## config.mk

```make
export PLATFORM = sky130hd
export DESIGN_NAME = rank_switch_predictor
export DESIGN_NICKNAME = d
export VERILOG_FILES = /design/src/rtl/rank_switch_predictor.sv
export SDC_FILE = /design/constraint.sdc
export NUM_CORES = 1
export LEC_CHECK = 0
export CAP_MARGIN = 0
export CORE_ASPECT_RATIO = 0.5
export CORE_MARGIN = 2
export CORE_UTILIZATION = 40
export DETAILED_ROUTE_END_ITERATION = 10
export PLACE_DENSITY = 0.72
export SLEW_MARGIN = 20
export SYNTH_ARGS = -nofsm -noshare
export SYNTH_HDL_FRONTEND = slang
export SYNTH_SLANG_ARGS = --single-unit
```

## constraint.sdc

```tcl
create_clock -name clk -period 10.05 [get_ports clk]
set_input_delay 2.01 -clock clk [delete_from_list [all_inputs] [get_ports clk]]
set_output_delay 2.01 -clock clk [all_outputs]
set_load 0.05 [all_outputs]
```

## src/rtl/rank_switch_predictor.sv

```systemverilog
// ============================================================================
// Module   : rank_switch_predictor
// Purpose  : Per-rank read-confidence tracking that decides when an NMT write
//            forces a context switch (fixed pulse followed by a cooldown).
// Revision : 1.0
// ============================================================================
`default_nettype none

module rank_switch_predictor #(
    parameter int NUM_RANKS = 4,
    parameter int CNT_W     = 3,
    parameter int THRESH    = 4,
    parameter int MODE      = 1,
    parameter int PULSE_LEN = 1,
    parameter int COOLDOWN  = 4,
    localparam int RANK_W   = (NUM_RANKS > 1) ? $clog2(NUM_RANKS) : 1
) (
    input  logic              clk,
    input  logic              rst,
    input  logic              host_req_valid,
    input  logic              host_req_op,
    input  logic [RANK_W-1:0] host_req_rank,
    input  logic              nmt_op_valid,
    input  logic [1:0]        nmt_op,
    input  logic [RANK_W-1:0] nmt_rank,
    output logic              context_switch,
    output logic [RANK_W-1:0] switch_rank,
    output logic [RANK_W-1:0] predicted_rank,
    output logic [7:0]        suppressed_cnt
);

    localparam int          c_TMR_MAX   = (PULSE_LEN > COOLDOWN) ? PULSE_LEN : COOLDOWN;
    localparam int          c_TMR_W     = (c_TMR_MAX > 1) ? $clog2(c_TMR_MAX) : 1;
    localparam logic [c_TMR_W-1:0] c_PULSE_LAST = c_TMR_W'(PULSE_LEN - 1);
    localparam logic [c_TMR_W-1:0] c_COOL_LAST  = c_TMR_W'((COOLDOWN > 0) ? COOLDOWN - 1 : 0);
    localparam logic [CNT_W-1:0]   c_CNT_MAX    = '1;
    localparam logic [31:0]        c_NUM_RANKS  = 32'(NUM_RANKS);

    typedef enum logic [1:0] {
        S_IDLE   = 2'd0,
        S_SWITCH = 2'd1,
        S_COOL   = 2'd2
    } state_t;

    state_t             r_state;
    state_t             w_state_nxt;
    logic [c_TMR_W-1:0] r_tmr;
    logic [c_TMR_W-1:0] w_tmr_nxt;
    logic [CNT_W-1:0]   r_rd_cnt  [NUM_RANKS];
    logic [CNT_W-1:0]   w_cnt_nxt [NUM_RANKS];
    logic [CNT_W-1:0]   w_best;
    logic               r_last_op;
    logic [RANK_W-1:0]  r_switch_rank;
    logic [RANK_W-1:0]  w_switch_rank_nxt;
    logic [RANK_W-1:0]  r_pred;
    logic [RANK_W-1:0]  w_pred;
    logic [7:0]         r_supp;
    logic               w_supp_inc;
    logic               w_host_in_range;
    logic               w_nmt_in_range;
    logic               w_cond;
    logic               w_trig;

    assign w_host_in_range = 32'(host_req_rank) < c_NUM_RANKS;
    assign w_nmt_in_range  = 32'(nmt_rank) < c_NUM_RANKS;

    // Trigger condition sees only registered state, never this cycle's host update
    generate
        if (MODE == 0) begin : g_mode_legacy
            assign w_cond = (r_last_op == 1'b0);
        end else if (THRESH == 0) begin : g_mode_always
            assign w_cond = 1'b1;
        end else begin : g_mode_thresh
            localparam logic [CNT_W-1:0] c_THRESH = CNT_W'(THRESH);
            logic [CNT_W-1:0] w_nmt_cnt;
            assign w_nmt_cnt = w_nmt_in_range ? r_rd_cnt[nmt_rank] : '0;
            assign w_cond    = (w_nmt_cnt >= c_THRESH);
        end
    endgenerate

    assign w_trig = nmt_op_valid & (nmt_op == 2'b00) & w_nmt_in_range & w_cond;

    always_comb begin
        for (int i = 0; i < NUM_RANKS; i++) begin
            w_cnt_nxt[i] = r_rd_cnt[i];
            if (host_req_valid && w_host_in_range && (host_req_rank == RANK_W'(i))) begin
                if (!host_req_op && (r_rd_cnt[i] != c_CNT_MAX)) begin
                    w_cnt_nxt[i] = r_rd_cnt[i] + CNT_W'(1);
                end else if (host_req_op && (r_rd_cnt[i] != '0)) begin
                    w_cnt_nxt[i] = r_rd_cnt[i] - CNT_W'(1);
                end
            end
        end
    end

    // Strict greater-than keeps the lowest index on ties
    always_comb begin
        w_pred = '0;
        w_best = w_cnt_nxt[0];
        for (int i = 1; i < NUM_RANKS; i++) begin
            if (w_cnt_nxt[i] > w_best) begin
                w_best = w_cnt_nxt[i];
                w_pred = RANK_W'(i);
            end
        end
    end

    always_comb begin
        w_state_nxt       = r_state;
        w_tmr_nxt         = r_tmr;
        w_switch_rank_nxt = r_switch_rank;
        w_supp_inc        = 1'b0;
        case (r_state)
            S_IDLE: begin
                if (w_trig) begin
                    w_state_nxt       = S_SWITCH;
                    w_tmr_nxt         = c_PULSE_LAST;
                    w_switch_rank_nxt = nmt_rank;
                end
            end
            S_SWITCH: begin
                w_supp_inc = w_trig;
                if (r_tmr != '0) begin
                    w_tmr_nxt = r_tmr - c_TMR_W'(1);
                end else if (COOLDOWN > 0) begin
                    w_state_nxt = S_COOL;
                    w_tmr_nxt   = c_COOL_LAST;
                end else begin
                    w_state_nxt = S_IDLE;
                end
            end
            S_COOL: begin
                w_supp_inc = w_trig;
                if (r_tmr != '0) begin
                    w_tmr_nxt = r_tmr - c_TMR_W'(1);
                end else begin
                    w_state_nxt = S_IDLE;
                end
            end
            default: begin
                w_state_nxt = S_IDLE;
            end
        endcase
    end

    always_ff @(posedge clk) begin
        if (rst) begin
            r_state       <= S_IDLE;
            r_tmr         <= '0;
            r_switch_rank <= '0;
            r_pred        <= '0;
            r_supp        <= '0;
            r_last_op     <= 1'b1;
            for (int i = 0; i < NUM_RANKS; i++) begin
                r_rd_cnt[i] <= '0;
            end
        end else begin
            r_state       <= w_state_nxt;
            r_tmr         <= w_tmr_nxt;
            r_switch_rank <= w_switch_rank_nxt;
            r_pred        <= w_pred;
            if (w_supp_inc && (r_supp != 8'hFF)) begin
                r_supp <= r_supp + 8'd1;
            end
            if (host_req_valid) begin
                r_last_op <= host_req_op;
            end
            for (int i = 0; i < NUM_RANKS; i++) begin
                r_rd_cnt[i] <= w_cnt_nxt[i];
            end
        end
    end

    assign context_switch = (r_state == S_SWITCH);
    assign switch_rank    = r_switch_rank;
    assign predicted_rank = r_pred;
    assign suppressed_cnt = r_supp;

endmodule

`default_nettype wire

```

# After elaboration in Yosys (flattened, before gate mapping)
# Memories as Yosys holds them, arrays and structs flattened.
# Index checks and enable logic that the tools add are counted.
dict set report totals {
  reg_bits 16
  mem_count 1
  mem_bits_rw 12
  output_inout_bits 13
  inputBits 11
}
dict set report op_classes {
  bitwise_logic 6
  n_lt_le_gt_ge 4
  addsub 10
  n_eq_ne 14
  n_reduce_logical 27
  n_mux 33
}
# name words word_bits read_ports rd_ports_with_merged_regs wr line_no
set memory_table {}
lappend memory_table {r_rd_cnt 4 3 5 0 4 49} ;# logic [CNT_W-1:0] r_rd_cnt [NUM_RANKS];
# op n
set ops {}
lappend ops {{3-bit two-way mux} 18}
lappend ops {{2-bit two-way mux} 8}
lappend ops {{3-bit nonzero test} 5}
lappend ops {{1-bit logical AND} 13}
lappend ops {{3-bit by 1-bit adder with 3-bit output (second input constant)} 4}
lappend ops {{3-bit != test (second input constant)} 4}
lappend ops {{2-bit case mux with 3 select lines} 2}
lappend ops {{3-bit by 1-bit subtractor with 3-bit output (second input constant)} 4}
lappend ops {{3-bit > comparator} 3}
lappend ops {{8-bit by 1-bit adder with 8-bit output (second input constant)} 1}
lappend ops {{2-bit != test (second input constant)} 4}
lappend ops {{8-bit != test (second input constant)} 1}
lappend ops {{2-bit == test (second input constant)} 3}
lappend ops {{2-bit zero test} 3}
lappend ops {{3-bit AND reduction} 2}
lappend ops {{1-bit two-way mux} 5}
lappend ops {{2-bit by 1-bit == test with 1-bit output (second input constant)} 2}
lappend ops {{1-bit OR} 4}
lappend ops {{3-bit greater-or-equal comparator (second input constant)} 1}
lappend ops {{1-bit bitwise AND} 2}
lappend ops {{2-bit AND reduction} 1}
lappend ops {{2-bit nonzero test} 1}
lappend ops {{2-bit OR reduction} 1}
lappend ops {{2-bit by 1-bit subtractor with 2-bit output (second input constant)} 1}
lappend ops {{1-bit zero test} 1}

# Longest topological paths before layout
# Gate-level depths: netlist (run 1).
# An unclocked memory read counts as a cell.
dict set report depth {
  depth_word 12
  mapped_depth 24
  mapped_depth_nobuf 23
}

# Worst setup path before layout (run 1)
# No wires, ideal clock.
dict set report synth_path {
  path_kind {in2reg}
  startpoint {input port host_req_rank[0]}
  endpoint {register r_pred[0] (netlist: predicted_rank[0])}
  cell_stages 20
  path_buffers 1
  setup_time_ps 132
  t_arrival_ps 5710
  slack_ps 4208
  path_cell_list {or3b_1 > a2111oi_0 > nor3_1 > ha_1 > nand2_1 > o21ai_1 > and2_1 > clkbuf_1 > a21oi_1 > ha_1 > nand2_1 > o21ai_0 > nand2_1 > and3_1 > a211oi_1 > ha_1 > nor2b_1 > o21a_1 > o21ai_0 > a21oi_1}
}
dict set report synth_via {
  elab_chain_len 9
}
# element line_no
set synth_rtl {}
lappend synth_rtl {{from (decl)} 22} ;# input logic [RANK_W-1:0] host_req_rank,
lappend synth_rtl {{2-bit by 1-bit == test with 1-bit output / 2-bit zero test (equally long branches)} 86} ;# if (host_req_valid && w_host_in_range && (host_req_rank == RANK_W'(i))) begin
lappend synth_rtl {{1-bit logical AND} 86}
lappend synth_rtl {{3-bit two-way mux} 86}
lappend synth_rtl {{3-bit > comparator} 101} ;# if (w_cnt_nxt[i] > w_best) begin
lappend synth_rtl {{3-bit two-way mux} 101}
lappend synth_rtl {{3-bit > comparator} 101}
lappend synth_rtl {{3-bit two-way mux} 101}
lappend synth_rtl {{3-bit > comparator} 101}
lappend synth_rtl {{2-bit two-way mux *} 101}
lappend synth_rtl {{to (signal assigned)} 161} ;# r_pred <= w_pred;
lappend synth_rtl {{to (decl)} 55} ;# logic [RANK_W-1:0] r_pred;
# Every way passes the cells marked *; elsewhere a longest branch is shown, timed or not.
# A chain may end at the register's enable or synchronous reset.

# Worst setup path in the final report (run 1)
dict set report layout_path {
  startpoint {input port host_req_op}
  endpoint {register r_pred[0] (netlist: predicted_rank[0])}
}
dict set report layout_via {
  elab_chain_len 10
}
# element line_no
set layout_rtl {}
lappend layout_rtl {{from (decl)} 21} ;# input logic host_req_op,
lappend layout_rtl {{1-bit logical AND / 1-bit zero test (equally long branches)} {89, 87}}
lappend layout_rtl {{3-bit two-way mux / 1-bit logical AND (equally long branches)} {89, 87}}
lappend layout_rtl {{3-bit two-way mux} 87} ;# if (!host_req_op && (r_rd_cnt[i] != c_CNT_MAX)) begin
lappend layout_rtl {{3-bit two-way mux} 86}
lappend layout_rtl {{3-bit > comparator} 101}
lappend layout_rtl {{3-bit two-way mux} 101}
lappend layout_rtl {{3-bit > comparator} 101}
lappend layout_rtl {{3-bit two-way mux} 101}
lappend layout_rtl {{3-bit > comparator} 101}
lappend layout_rtl {{2-bit two-way mux *} 101}
# Marked as above.

==> results.py, run 1 <==
metrics = {
    "placement": {
        "place.gp.congestion": 0.847,
        "post_dp_cell_area_sq_um": 2310,
        "io_buffer_count": 23,
        "dp_worst_setup_slack_ps": 3210,
        "post-place-cells": 334,
        "dp_hpwl_mm": 3.23,
    },
    "floorplanning": {
        "ios": 24,
        "core_area_sq_um": 4910,
        "floorplan.die_area_sq_um": 5680,
        "core.rowCount": 18,
        "start_util_pct": 41.3,
        "die_h_um": 54.3,
        "die_x_um": 105,
    },
    "job": {
        "maxCapViolations": 0,
    },
    "critical_path": {
        "crit_slowest_cell": "clkdlybuf4s50_1",
        "crit_buf_inv": 2,
        "cp_max_fo": 23,
        "worstSetupPathType": "input pin to flip-flop",
        "required_ps": 10170,
        "crit_family": "compound AO/OA/AOI/OAI gates",
        "cp-start-kind": "input pin",
        "critPathCaptureType": "flip-flop",
        "cp.arrival_ps": 6700,
        "slowest_delay_ps": 910,
        "path_cells": "clkdlybuf4s50_1, inv_1, a2111oi_0, nor3_1, ha_1, nand2_1, o21ai_1, and2_1, a21oi_1, ha_1, nand2_1, o21ai_0, nand2_1, and3_1, a211oi_1, ha_1, nor2b_1, o21a_1, o21ai_0, a21oi_1",
    },
    "sta": {
        "hold_viol": 0,
        "worst_pin_slew_ps": 1050,
        "rsz0062_at_grt": "false",
        "max_freq_mhz": 152,
        "relSlewSlack_pct": 30.0,
        "slew_viol_final": 0,
        "setup_ws_ps": 3480,
        "fin_skew_ps": 6.33,
        "period_needed_ps": 6570,
        "timing.hold.ws_ps": 464,
        "setup-tns-final_ps": 0,
        "finalSetupViolCount": 0,
        "post-route-period-util_pct": 65.4,
    },
    "detailed_routing": {
        "ant_nets": 0,
        "drt-initial-drc-count": 57,
        "drcViolationCount": 0,
        "wire_per_inst_um": 12.2,
        "wl_mm": 4.11,
        "routed_via_density": 5.36,
        "drt_pass1_iterations": 5,
        "vias": 1811,
    },
    "outcome": {
        "status": "complete, no violations",
    },
    "synth": {
        "ys_warn_count": 0,
        "synth_area_sq_um": 2030,
        "synth-seq-cells": 28,
        "yosysTopAreaCell": "dfxtp_1",
        "yosys.area.top_type_share_pct": 27.7,
        "ys_seq_area_share_pct": 27.7,
        "synth_cell_types": 46,
        "synthArstFlopShare_pct": 0,
        "syn-num-nets": 289,
        "synthTopCellsByArea": "dfxtp_1 (28%), ha_1 (19%), nor2_1 (5.0%)",
        "synth_edf_count": 0,
        "syn-instance-count": 248,
        "yosysMostFrequentCell": "ha_1",
        "avgSynthCellArea_sq_um": 8.17,
        "synthFlopType": "dfxtp_1",
        "synth_common_cells": "ha_1 (30), dfxtp_1 (28), nor2_1 (27)",
    },
    "clock_tree": {
        "cts-resized-gates": 0,
        "clock-root-buffer": "clkbuf_8",
        "holdBufCountCts": 0,
        "cts_htree_levels": 1,
        "cts_buffer_depth": 2,
        "cts_sinks": 28,
        "postCtsSetupBuffers": 0,
        "clk_latency_ps": 280,
        "numCtsBuffers": 3,
        "clkSlewWorstSetupHoldPaths_ps": 100,
        "cts_tree": "yes",
    },
    "cells_and_area": {
        "stdcell_count": 338,
        "n_antenna_cell": 0,
        "syn_to_final_growth_pct": 17.7,
        "multiInputGateArea_sq_um": 1350,
        "utilization_pct": 48.6,
        "fin_nets": 310,
        "fillers": 516,
        "register_area_sq_um": 561,
        "drive_gt1_share_pct": 2.61,
        "design_area_sq_um": 2380,
    },
    "grt": {
        "grt_max_degree": 29,
        "grt_pass1_vias": 1595,
        "antenna_found_initial": 0,
        "grt_pass1_wl_mm": 6.89,
        "overflow": 0,
        "track_usage_pct": 15.1,
    },
    "power": {
        "fin_total_pwr_mw": 0.288,
        "powerDensity_nw_per_um2": 121,
        "vdd_drop_max_uv": 56.1,
        "leakage_nw": 0.928,
    },
    "worst_hold_path": {
        "holdCritPathClass": "flip-flop to flip-flop",
    },
}
layout by cell type, fill, tap and decap left out, drive strengths merged, types with 4 or more instances in the layout:
master	synthesis	final
a211oi	5	5
o22a	4	4
nor2b	7	7
nand2	15	15
clkdlybuf4s50	0	23
o21ai	7	7
nor2	27	27
nand3b	5	5
dfxtp	28	28
xnor2	11	11
a31oi	4	4
inv	23	23
nor3	11	11
a21oi	13	13
ha	30	30
nand3	11	11
kinds of logic after synthesis:
| kind of cell | count (synthesis) | share of synthesized area (%) |
|---|---|---|
| and+or+nand+nor | 97 | 24.8 |
| AOI/OAI and AO/OA | 48 | 15.9 |
| buffers and inverters | 30 | 5.74 |
| adders and majority gates | 30 | 18.5 |
| DFF | 28 | 27.7 |
| xor gates and xnor gates | 11 | 4.76 |
| muxes | 4 | 2.59 |
sequential cells by signal, indices dropped and copies added, names as in the netlist:
signal / count
r_rd_cnt: 12
suppressed_cnt: 8
r_tmr: 2
r_state: 2
predicted_rank: 2
switch_rank: 2
worst paths after layout:
| path | start | to | slack [ps] | cells after the start |
|---|---|---|---|---|
| setup reg to reg | r_rd_cnt[0][1] | predicted_rank[0] | 5370 | 21 |
| hold reg to reg | r_tmr[1] | r_tmr[1] | 460 | 2 |
| setup / recovery | host_req_op | predicted_rank[0] | 3480 | 20 |
| hold / removal | r_tmr[1] | r_tmr[1] | 460 | 2 |
tightest hold or removal path, delay by kind of cell (launching register included):
family	cells	cell delay, ps
flip-flops	1	320
AND/OR/NAND/NOR	1	50
AO/OA/AOI/OAI	1	50
where the power goes:
group / internal (mW) / switching (mW)
Combinational: 0.0326 / 0.0461
Sequential: 0.116 / 0.00303
Clock: 0.0534 / 0.0370
cell type report:
cell class              instances  share of cell area [%]
flip-flops and latches         28                    23.5
clock inverters                 1                    1.26
clock buffers                   3                    1.73
multi-input cells             190                    56.6
repair buffers                 23                    9.65
well taps                      70                    3.67
inverters                      23                    3.62
routing by layer:
layer  routed length [um]  track usage, %  vias up
met5                    0               0        -
met4                   31            2.89        0
met3                  151            3.10        4
met2                 2050            31.6       28
met1                 1880            16.5      862
li1                     -               -      917
No activity file was read; power rests on OpenSTA's default activity.
==> run 2: changes to the inputs <==
--- a/config.mk
+++ b/config.mk
@@ -10,7 +10,7 @@
 export CORE_MARGIN = 2
 export CORE_UTILIZATION = 40
 export DETAILED_ROUTE_END_ITERATION = 10
-export PLACE_DENSITY = 0.72
+export PLACE_DENSITY = 0.75
 export SLEW_MARGIN = 20
 export SYNTH_ARGS = -nofsm -noshare
 export SYNTH_HDL_FRONTEND = slang
==> constraint.sdc (replaced) <==
create_clock -name clk -period 5.8 [get_ports clk]
set_input_delay 1.16 -clock clk [delete_from_list [all_inputs] [get_ports clk]]
set_output_delay 1.16 -clock clk [all_outputs]
set_load 0.05 [all_outputs]
==> run 2 against run 1 <==
Sequential power increased by 73%. Count of clock-buffer cells in the layout unchanged. Final cell count rose by 0.89%. Critical endpoint unchanged.
==> results.py, run 2 (synthesis gave the netlist of run 1 again) <==
metrics = {
    "outcome": {
        "status": "complete, no violations",
    },
    "placement": {
        "dp_hpwl_mm": 3.32,
        "post_dp_cell_area_sq_um": 2340,
        "place.gp.congestion": 0.784,
        "io_buffer_count": 23,
    },
    "cells_and_area": {
        "syn_to_final_growth_pct": 19.0,
        "largest_reg_flops": 12,
        "utilization_pct": 49.1,
        "final_common_cell": "ha_1",
        "layout_common_cells": "ha_1 (30), dfxtp_1 (28), nor2_1 (27)",
        "n_antenna_cell": 0,
        "design_area_sq_um": 2410,
        "drive_gt1_share_pct": 4.80,
        "largest-register": "r_rd_cnt",
        "fin_nets": 313,
    },
    "critical_path": {
        "critPathCaptureType": "flip-flop",
        "required_ps": 5950,
        "worstSetupPathType": "input pin to flip-flop",
        "regToRegSetupSlack_ps": 1190,
        "cp.arrival_ps": 5520,
        "r2r_end": "predicted_rank[0]",
        "cp_max_fo": 6,
        "cp-start-kind": "input pin",
        "r2r-start": "r_rd_cnt[0][1]",
        "rr_worst_depth": 21,
    },
    "grt": {
        "grt_max_degree": 29,
        "overflow": 0,
        "antenna_found_initial": 0,
        "grt_pass1_wl_mm": 6.97,
        "track_usage_pct": 15.1,
        "grt_pass1_vias": 1699,
    },
    "power": {
        "vdd_drop_max_uv": 98.6,
        "fin_total_pwr_mw": 0.510,
        "leakage_nw": 0.943,
        "powerDensity_nw_per_um2": 212,
    },
    "sta": {
        "fin_skew_ps": 6.62,
        "slew_viol_final": 0,
        "relSlewSlack_pct": 62.8,
        "finalSetupViolCount": 0,
        "post-route-period-util_pct": 92.6,
        "hold_viol": 0,
        "period_needed_ps": 5370,
        "max_freq_mhz": 186,
        "worst_pin_slew_ps": 552,
        "rsz0062_at_grt": "false",
    },
    "detailed_routing": {
        "ant_nets": 0,
        "routed_via_density": 5.27,
        "drcViolationCount": 0,
        "wl_mm": 4.26,
        "drt_pass1_iterations": 4,
        "vias": 1797,
        "wire_per_inst_um": 12.5,
        "drt-initial-drc-count": 55,
    },
    "clock_tree": {
        "clkSlewWorstSetupHoldPaths_ps": 100,
        "numCtsBuffers": 3,
        "clk_latency_ps": 280,
        "holdBufCountCts": 0,
        "cts_buffer_depth": 2,
        "cts_tree": "yes",
        "cts_sinks": 28,
        "clock-root-buffer": "clkbuf_8",
        "cts_htree_levels": 1,
        "postCtsSetupBuffers": 0,
    },
    "floorplanning": {
        "floorplan.die_area_sq_um": 5680,
        "die_x_um": 105,
        "die_h_um": 54.3,
        "start_util_pct": 41.3,
        "ios": 24,
        "core.rowCount": 18,
        "core_area_sq_um": 4910,
    },
    "worst_hold_path": {
        "min_path_cells": 2,
        "whs_endpoint": "r_tmr[1]",
        "min_from": "r_tmr[1]",
        "holdCritPathClass": "flip-flop to flip-flop",
    },
    "job": {
        "maxCapViolations": 0,
    },
}
run 2: final cells by class:
class / instances / area, sq um
flip-flops and latches: 28 / 561
well taps: 70 / 87.6
clock inverters: 1 / 30.0
clock buffers: 3 / 41.3
repair buffers: 26 / 248
inverters: 23 / 86.3
multi-input cells: 190 / 1360
fillers: 451 / 2500
run 2: power breakdown:
part           total [mW]  switching, mW  internal (mW)
sequential          0.206        0.00532          0.201
clock               0.158         0.0650         0.0926
combinational       0.146         0.0840         0.0622
run 2: worst max path at each step:
stage | startpoint | to | slack, ps | depth (start not counted)
3_5_place_dp | host_req_rank[0] | predicted_rank[0] | -110 | 20
6_report | host_req_rank[1] | predicted_rank[0] | 430 | 21
3_3_place_gp | host_req_valid | predicted_rank[0] | 150 | 20
5_1_grt | host_req_valid | predicted_rank[0] | 70 | 21
4_1_cts | host_req_valid | predicted_rank[0] | 140 | 20
2_1_floorplan | host_req_rank[0] | predicted_rank[0] | 810 | 20
run 2: layer usage:
metal | GRT usage (%) | routed length, um | vias up | share of wire, %
li1 | - | - | 927 | -
met1 | 15.6 | 1950 | 845 | 46
met2 | 33.9 | 2190 | 18 | 52
met3 | 2.50 | 73 | 7 | 1.7
met4 | 2.89 | 37 | 0 | 0.87
met5 | 0 | 0 | - | 0
run 2: critical path, cell delays in order:
cell and delay, ps:
clkdlybuf4s50_1 480, nand3b_1 310, or4b_1 550, nand3_1 180
ha_1 270, nand2_1 80, o21ai_1 80, and2_2 230
nor2_1 110, a21oi_1 50, ha_1 300, nand2_1 60
o21ai_1 230, and2_1 190, nor3_1 60, a211oi_1 300
ha_1 310, nor2b_1 140, o21a_1 150, o21ai_0 190
a21oi_1 90
run 2: timing repair:
item | 4_1_cts | 5_1_grt
gates resized for setup | 0 | 4
setup endpoints to repair | 0 | 2
endpoints found under the hold margin | 0 | 0
run 2: through the flow:
stage               cells  hold WS (ps)  setup slack, ps  TNS [ps]
finish                341           467              426         0
global route          341           489             73.6         0
CTS                   341           467              137         0
detailed placement    337           453             -110      -215
global placement      337           439              147         0
floorplan             248           432              808         0
